### src/rtl/nms_frame_arbiter_pkg.sv
// Shared definitions for the NMS frame arbiter: FSM encoding and the
// packed {Dir, Mag} beat layout carried on the 16-bit stream.
package nms_frame_arbiter_pkg;

  localparam int BEAT_W  = 16;
  localparam int MAG_LSB = 0;
  localparam int MAG_MSB = 11;
  localparam int DIR_LSB = 12;
  localparam int DIR_MSB = 14;
  localparam int NUM_REQ = 2;

  typedef enum logic [1:0] {
    ST_IDLE  = 2'd0,
    ST_PASS  = 2'd1,
    ST_DRAIN = 2'd2
  } arb_state_t;

  typedef struct packed {
    logic [BEAT_W-1:0] data;
    logic              user;
    logic              last;
    logic              valid;
  } beat_t;

  function automatic beat_t mk_beat(input logic [BEAT_W-1:0] data, input logic user,
                                    input logic last, input logic valid);
    beat_t b;
    b.data  = data;
    b.user  = user;
    b.last  = last;
    b.valid = valid;
    return b;
  endfunction

endpackage

### src/rtl/nms_drain_monitor.sv
// Watches the NMS stage output while the arbiter drains a frame: counts
// returned lines and flags a stalled pipeline after DRAIN_TIMEOUT idle cycles.
module nms_drain_monitor #(
  parameter int OUT_LINES     = 1079,
  parameter int DRAIN_TIMEOUT = 4096
) (
  input  logic clk,
  input  logic rst_n,
  input  logic clear,
  input  logic active,
  input  logic mon_tvalid,
  input  logic mon_tready,
  input  logic mon_tlast,
  output logic done,
  output logic timeout
);

  localparam int LW = $clog2(OUT_LINES + 1);
  localparam int TW = $clog2(DRAIN_TIMEOUT + 1);

  logic [LW-1:0] line_cnt;
  logic [TW-1:0] idle_cnt;
  logic          hs, eol;

  assign hs  = mon_tvalid & mon_tready;
  assign eol = hs & mon_tlast;

  // Terminal conditions are decoded one count early so the FSM leaves
  // DRAIN exactly on the cycle the limit is reached.
  assign done    = active & eol & (line_cnt == LW'(OUT_LINES - 1));
  assign timeout = active & ~hs & (idle_cnt == TW'(DRAIN_TIMEOUT - 1));

  always_ff @(posedge clk or negedge rst_n) begin
    if (!rst_n) begin
      line_cnt <= '0;
      idle_cnt <= '0;
    end else if (clear) begin
      line_cnt <= '0;
      idle_cnt <= '0;
    end else if (active) begin
      if (eol && line_cnt != LW'(OUT_LINES))
        line_cnt <= line_cnt + LW'(1);
      if (hs)
        idle_cnt <= '0;
      else if (idle_cnt != TW'(DRAIN_TIMEOUT))
        idle_cnt <= idle_cnt + TW'(1);
    end
  end

endmodule

### src/rtl/nms_frame_arbiter.sv
// Two-requester frame arbiter in front of the NMS stage: grants whole frames
// round-robin on SOF, forwards with zero latency, then waits for the stage to drain.
module nms_frame_arbiter
  import nms_frame_arbiter_pkg::*;
#(
  parameter int IMG_WIDTH     = 1920,
  parameter int IMG_HEIGHT    = 1080,
  parameter int OUT_LINES     = IMG_HEIGHT - 1,
  parameter int DRAIN_TIMEOUT = 4096
) (
  input  logic              clk,
  input  logic              rst_n,
  input  logic [BEAT_W-1:0] s0_tdata,
  input  logic              s0_tvalid,
  input  logic              s0_tuser,
  input  logic              s0_tlast,
  output logic              s0_tready,
  input  logic [BEAT_W-1:0] s1_tdata,
  input  logic              s1_tvalid,
  input  logic              s1_tuser,
  input  logic              s1_tlast,
  output logic              s1_tready,
  output logic [BEAT_W-1:0] m_tdata,
  output logic              m_tvalid,
  output logic              m_tuser,
  output logic              m_tlast,
  input  logic              m_tready,
  input  logic              mon_tvalid,
  input  logic              mon_tready,
  input  logic              mon_tlast,
  output logic              grant_id,
  output logic              busy,
  output logic              frame_done,
  output logic              err_sof,
  output logic              err_timeout,
  input  logic              err_clr
);

  localparam int LCW = $clog2(IMG_HEIGHT + 1);

  if (IMG_WIDTH < 1 || IMG_HEIGHT < 1 || OUT_LINES < 1 || DRAIN_TIMEOUT < 1) begin : g_bad_params
    $error("nms_frame_arbiter: all geometry parameters must be positive");
  end

  arb_state_t   state;
  logic         last_grant;
  logic         first_beat;
  logic [LCW-1:0] line_cnt, line_nxt;

  beat_t [NUM_REQ-1:0] req_beat;
  beat_t               sel;
  logic  [NUM_REQ-1:0] req;
  logic                grant_nxt, in_idle, in_pass, acc, restart, frame_end;
  logic                drain_clr, drain_done, drain_to;

  assign req_beat[0] = mk_beat(s0_tdata, s0_tuser, s0_tlast, s0_tvalid);
  assign req_beat[1] = mk_beat(s1_tdata, s1_tuser, s1_tlast, s1_tvalid);

  for (genvar r = 0; r < NUM_REQ; r++) begin : g_req
    assign req[r] = req_beat[r].valid & req_beat[r].user;
  end

  assign in_idle   = (state == ST_IDLE);
  assign in_pass   = (state == ST_PASS);
  assign grant_nxt = (req[0] & req[1]) ? ~last_grant : req[1];
  assign sel       = req_beat[grant_id];

  assign m_tvalid = in_pass & sel.valid;
  assign m_tdata  = in_pass ? sel.data : '0;
  assign m_tuser  = in_pass & sel.user;
  assign m_tlast  = in_pass & sel.last;

  // IDLE sinks stray non-SOF beats so a requester that joined mid-frame
  // cannot block the port; rst_n gates ready so nothing is consumed in reset.
  assign s0_tready = rst_n & ((in_idle & ~s0_tuser) | (in_pass & ~grant_id & m_tready));
  assign s1_tready = rst_n & ((in_idle & ~s1_tuser) | (in_pass &  grant_id & m_tready));

  assign acc     = m_tvalid & m_tready;
  assign restart = acc & m_tuser & ~first_beat;

  // A mid-frame SOF restarts the line count; its own EOL counts as line 1.
  always_comb begin
    line_nxt = restart ? '0 : line_cnt;
    if (acc && m_tlast && line_nxt != LCW'(IMG_HEIGHT))
      line_nxt = line_nxt + LCW'(1);
  end

  assign frame_end = acc & m_tlast & (line_nxt == LCW'(IMG_HEIGHT));
  assign drain_clr = in_idle & (|req);
  assign busy      = ~in_idle;

  nms_drain_monitor #(
    .OUT_LINES    (OUT_LINES),
    .DRAIN_TIMEOUT(DRAIN_TIMEOUT)
  ) u_drain (
    .clk       (clk),
    .rst_n     (rst_n),
    .clear     (drain_clr),
    .active    (state == ST_DRAIN),
    .mon_tvalid(mon_tvalid),
    .mon_tready(mon_tready),
    .mon_tlast (mon_tlast),
    .done      (drain_done),
    .timeout   (drain_to)
  );

  always_ff @(posedge clk or negedge rst_n) begin
    if (!rst_n) begin
      state       <= ST_IDLE;
      last_grant  <= 1'b1;
      grant_id    <= 1'b0;
      first_beat  <= 1'b0;
      line_cnt    <= '0;
      frame_done  <= 1'b0;
      err_sof     <= 1'b0;
      err_timeout <= 1'b0;
    end else begin
      frame_done  <= 1'b0;
      err_sof     <= restart  | (err_sof & ~err_clr);
      err_timeout <= drain_to | (err_timeout & ~err_clr);
      case (state)
        ST_IDLE: if (|req) begin
          state      <= ST_PASS;
          grant_id   <= grant_nxt;
          line_cnt   <= '0;
          first_beat <= 1'b1;
        end
        ST_PASS: if (acc) begin
          first_beat <= 1'b0;
          line_cnt   <= line_nxt;
          if (frame_end) state <= ST_DRAIN;
        end
        ST_DRAIN: if (drain_done || drain_to) begin
          state      <= ST_IDLE;
          frame_done <= 1'b1;
          last_grant <= grant_id;
        end
        default: state <= ST_IDLE;
      endcase
    end
  end

endmodule
### config.mk
export PLATFORM = sky130hd
export DESIGN_NAME = nms_frame_arbiter
export DESIGN_NICKNAME = d
export VERILOG_FILES = /design/src/rtl/nms_frame_arbiter_pkg.sv /design/src/rtl/nms_drain_monitor.sv /design/src/rtl/nms_frame_arbiter.sv
export SDC_FILE = /design/constraint.sdc
export NUM_CORES = 1
export LEC_CHECK = 0
export BUFFER_PORTS_ARGS = -buffer_cell sky130_fd_sc_hd__buf_4
export CAP_MARGIN = 5
export CORE_MARGIN = 4
export CORE_UTILIZATION = 25
export DETAILED_ROUTE_END_ITERATION = 10
export PLACE_DENSITY = 0.44
export SETUP_SLACK_MARGIN = 0.2
export SLEW_MARGIN = 10
export SYNTH_ARGS = -nofsm -noshare
export SYNTH_HDL_FRONTEND = slang
export SYNTH_HIERARCHICAL = 1
export SYNTH_SLANG_ARGS = --single-unit
### constraint.sdc
create_clock -name clk -period 4.03 [get_ports clk]
set_input_delay 0 -clock clk [delete_from_list [all_inputs] [get_ports clk]]
set_output_delay 0 -clock clk [all_outputs]
set_load 0.005 [all_outputs]
==> results.md <==
* Worst R2R Start: state[0]
* # fillers at 1,207
* Outcome: finished clean
* Period utilization at 0.838
* Clk root buf: clkbuf_16
* Origin of the worst setup path: state[0]
* Hold Fails Final Rpt at 0
* Synth Area per Inst at 8.49 µm²
* Clk pin slew, worst setup/hold paths at 60 ps
* Layout cells sized above 1 at 0.241
* Pleak at 1.81 nW
* Final number of max-transition violations at 0
* Crit path depth at 13
* Worst setup EP type: flop
* Post-detail-place hpwl at 6.38 mm
* Reg-to-Reg End: state[0]
* Initial cell density of the core at 0.260
* Port Buf Inserts at 70
* Crit path required time at 4200 ps
* Final #Nets at 478
* DRC viols at 0
* WL/cell at 14.9 µm
* Vias post-DR at 2,908
* YS warnings at 6
* Final worst path period need at 3380 ps
* CTS H-tree lvls at 2
* Post-Syn Nets at 408
* Distinct cell type count after synthesis at 63
* Worst Tran Pin Value at 550 ps
* Seq/Total Area, Yosys at 0.355
* Fin Hold WS at 44.3 ps
* P&R area growth vs syn at 28.2%
* Die H at 118 µm
* Delay-heaviest family, CP: simple AND/OR/NAND/NOR gates
* DIE WIDTH at 118 µm
* Critical Path AT at 3540 ps
* DRT iter0 DRCs at 121
* Routed Antenna Nets at 0
* Die area at 14,000 µm²
* WL final at 8.51 mm
* Cell accounting for the most synthesized area: dfrtp_1
* Slew margin rel. at 0.626
* Vias/cell at 5.09
* Worst-skew pair later-pin latency at 290 ps
* Endpoints failing setup at 0
* Post-synth top area share at 0.347
* Buf/Inv on CP at 2
* Placed instance count at 561
* Asr flop ratio synth at 1.00
* Peak supply drop at 0.000150 V
* Non-filler cells, final at 571
* CTS Buffer Depth at 2
* Slowest-stage cell, CP: or4b_1
* Setup crit end: state[0]
* Initial antenna violation count at 0
* Post-CTS resize count at 0
* FF-to-FF setup slack at 650 ps
* CP Launch Type: flop
* Largest net degree at the start of global routing at 45
* Max_cap viols at 0
* Core Area at 11,700 µm²
* Inserted Diodes at 0
* CTS tree: yes
* Row Count at 39
* CP Class: reg2reg
* Skew final at 9.71 ps
* Top post-synthesis cells by area: dfrtp_1 (35%), mux2i_1 (6.9%), nor2_1 (5.2%), o21ai_0 (4.1%), nand2_1 (3.3%)
* Final TNS setup at 0 ps
* Number of synthesized flops with an enable pin at 0
* Synth Register Bits at 43
* Gate Count Post-Synth at 357
* Vias in the first global route at 2,788
* RePlAce Congestion at 0.891
* RSZ-0062 raised after global routing: false
* Pwr/cell area at 315 nW/µm²
* First-pass GRT wire length at 14.4 mm
* List of most frequent post-synthesis cells: dfrtp_1 (42), nor2_1 (42), nand2_1 (27)
* DR pass1 iterations at 4
* Io pins at 71
* Reg2Reg Depth at 13
* Global route overflow at 0
* Top_reg_cell synth: dfrtp_1
* Most frequent cell on the critical path: nand4_1
* Critical path peak fanout at 12
* Tot GR Track Use at 0.122
* Hold_buf cts at 2
* Setup Fix Bufs, Post-CTS at 0
* Worst path max stage delay at 530 ps
* Clk sink count at 43
* Num CTS Buffers at 5
* Fmax at 0.296 GHz
* HP Class: in2reg
* Crit-path cells: nand2b_1 -> nor3_2 -> buf_4 -> nand2_1 -> and2_1 -> inv_1 -> ha_1 -> nor4bb_1 -> nand4_1 -> mux2i_1 -> nand4_1 -> or4b_1 -> o22a_1
* Post-synth design cell area at 3030 µm²
==> worst min-delay path by stage <==
stage / startpoint / end / slack, ps / cells past startpoint
floorplan: rst_n / err_sof / -300 / 0
global placement: rst_n / line_cnt[5] / 40 / 1
detailed placement: rst_n / line_cnt[4] / 50 / 1
CTS: s0_tuser / grant_id / 50 / 4
global route: s0_tuser / grant_id / 90 / 4
finish: s0_tuser / grant_id / 40 / 4
==> layout make-up <==
cell class	count	area [µm²]	area share
clock buffer	5	125	0.0322
timing repair buffer	79	598	0.154
clock inverter	3	23.8	0.00612
sequential	43	1080	0.277
multi-input combinational	282	1820	0.469
tap	143	179	0.0460
inverter	16	60.1	0.0154
==> where the power goes <==
part           internal [W]  switching (W)
logic              0.000156       0.000164
registers          0.000454      0.0000424
clock network      0.000232       0.000177
==> worst register-to-register path: cells and delay by family, from the launching register on <==
kind                     cells  cell delay (ps)
flip-flops                   1              490
AND/OR/NAND/NOR              8             2000
buffers and inverters        2              250
multiplexers                 1              210
adder cells (fa/ha/maj)      1              130
AO/OA/AOI/OAI                1              180
==> through the flow <==
step	util	instance area, µm²	total power, W	worst slack, ps
floorplan	-	3030	0.000665	1060
global placement	0.319	3720	0.000829	757
detailed placement	0.319	3720	0.000826	665
CTS	0.333	3890	0.00125	651
global route	0.333	3890	0.00131	249
finish	0.333	3890	0.00122	655
==> cell usage in the layout, fill, tap and decap left out, types with 8 or more instances in the layout <==
| cell type | count |
|---|---|
| nand3_1 | 20 |
| dfrtp_1 | 42 |
| nand4_1 | 12 |
| xnor2_1 | 8 |
| mux2i_1 | 21 |
| inv_1 | 16 |
| nor2_1 | 42 |
| nor3_1 | 9 |
| nand2_1 | 27 |
| buf_4 | 77 |
| a21oi_1 | 19 |
| o21ai_0 | 25 |
==> routing by layer <==
| layer | GRT usage | up-vias | share of wire |
|---|---|---|---|
| li1 | - | 1440 | - |
| met3 | 0.0221 | 8 | 0.047 |
| met2 | 0.188 | 83 | 0.46 |
| met5 | 0 | - | 0 |
| met4 | 0.0286 | 0 | 0.0092 |
| met1 | 0.177 | 1377 | 0.48 |
==> kinds of logic after synthesis <==
kind of cell | share of synthesized area
simple gates | 0.306
compound gates | 0.151
flops | 0.355
buf+inv | 0.0429
mux | 0.0850
xor+xnor | 0.0347
fa+ha+maj | 0.0248
==> sequential cells by signal, summed over array words and instances, names as in the netlist <==
name	flops
u_drain/idle_cnt	13
line_cnt	11
u_drain/line_cnt	11
state	2
err_sof	1
err_timeout	1
first_beat	1
frame_done	1
grant_id	1
last_grant	1
No activity file was read; power rests on OpenSTA's default activity.
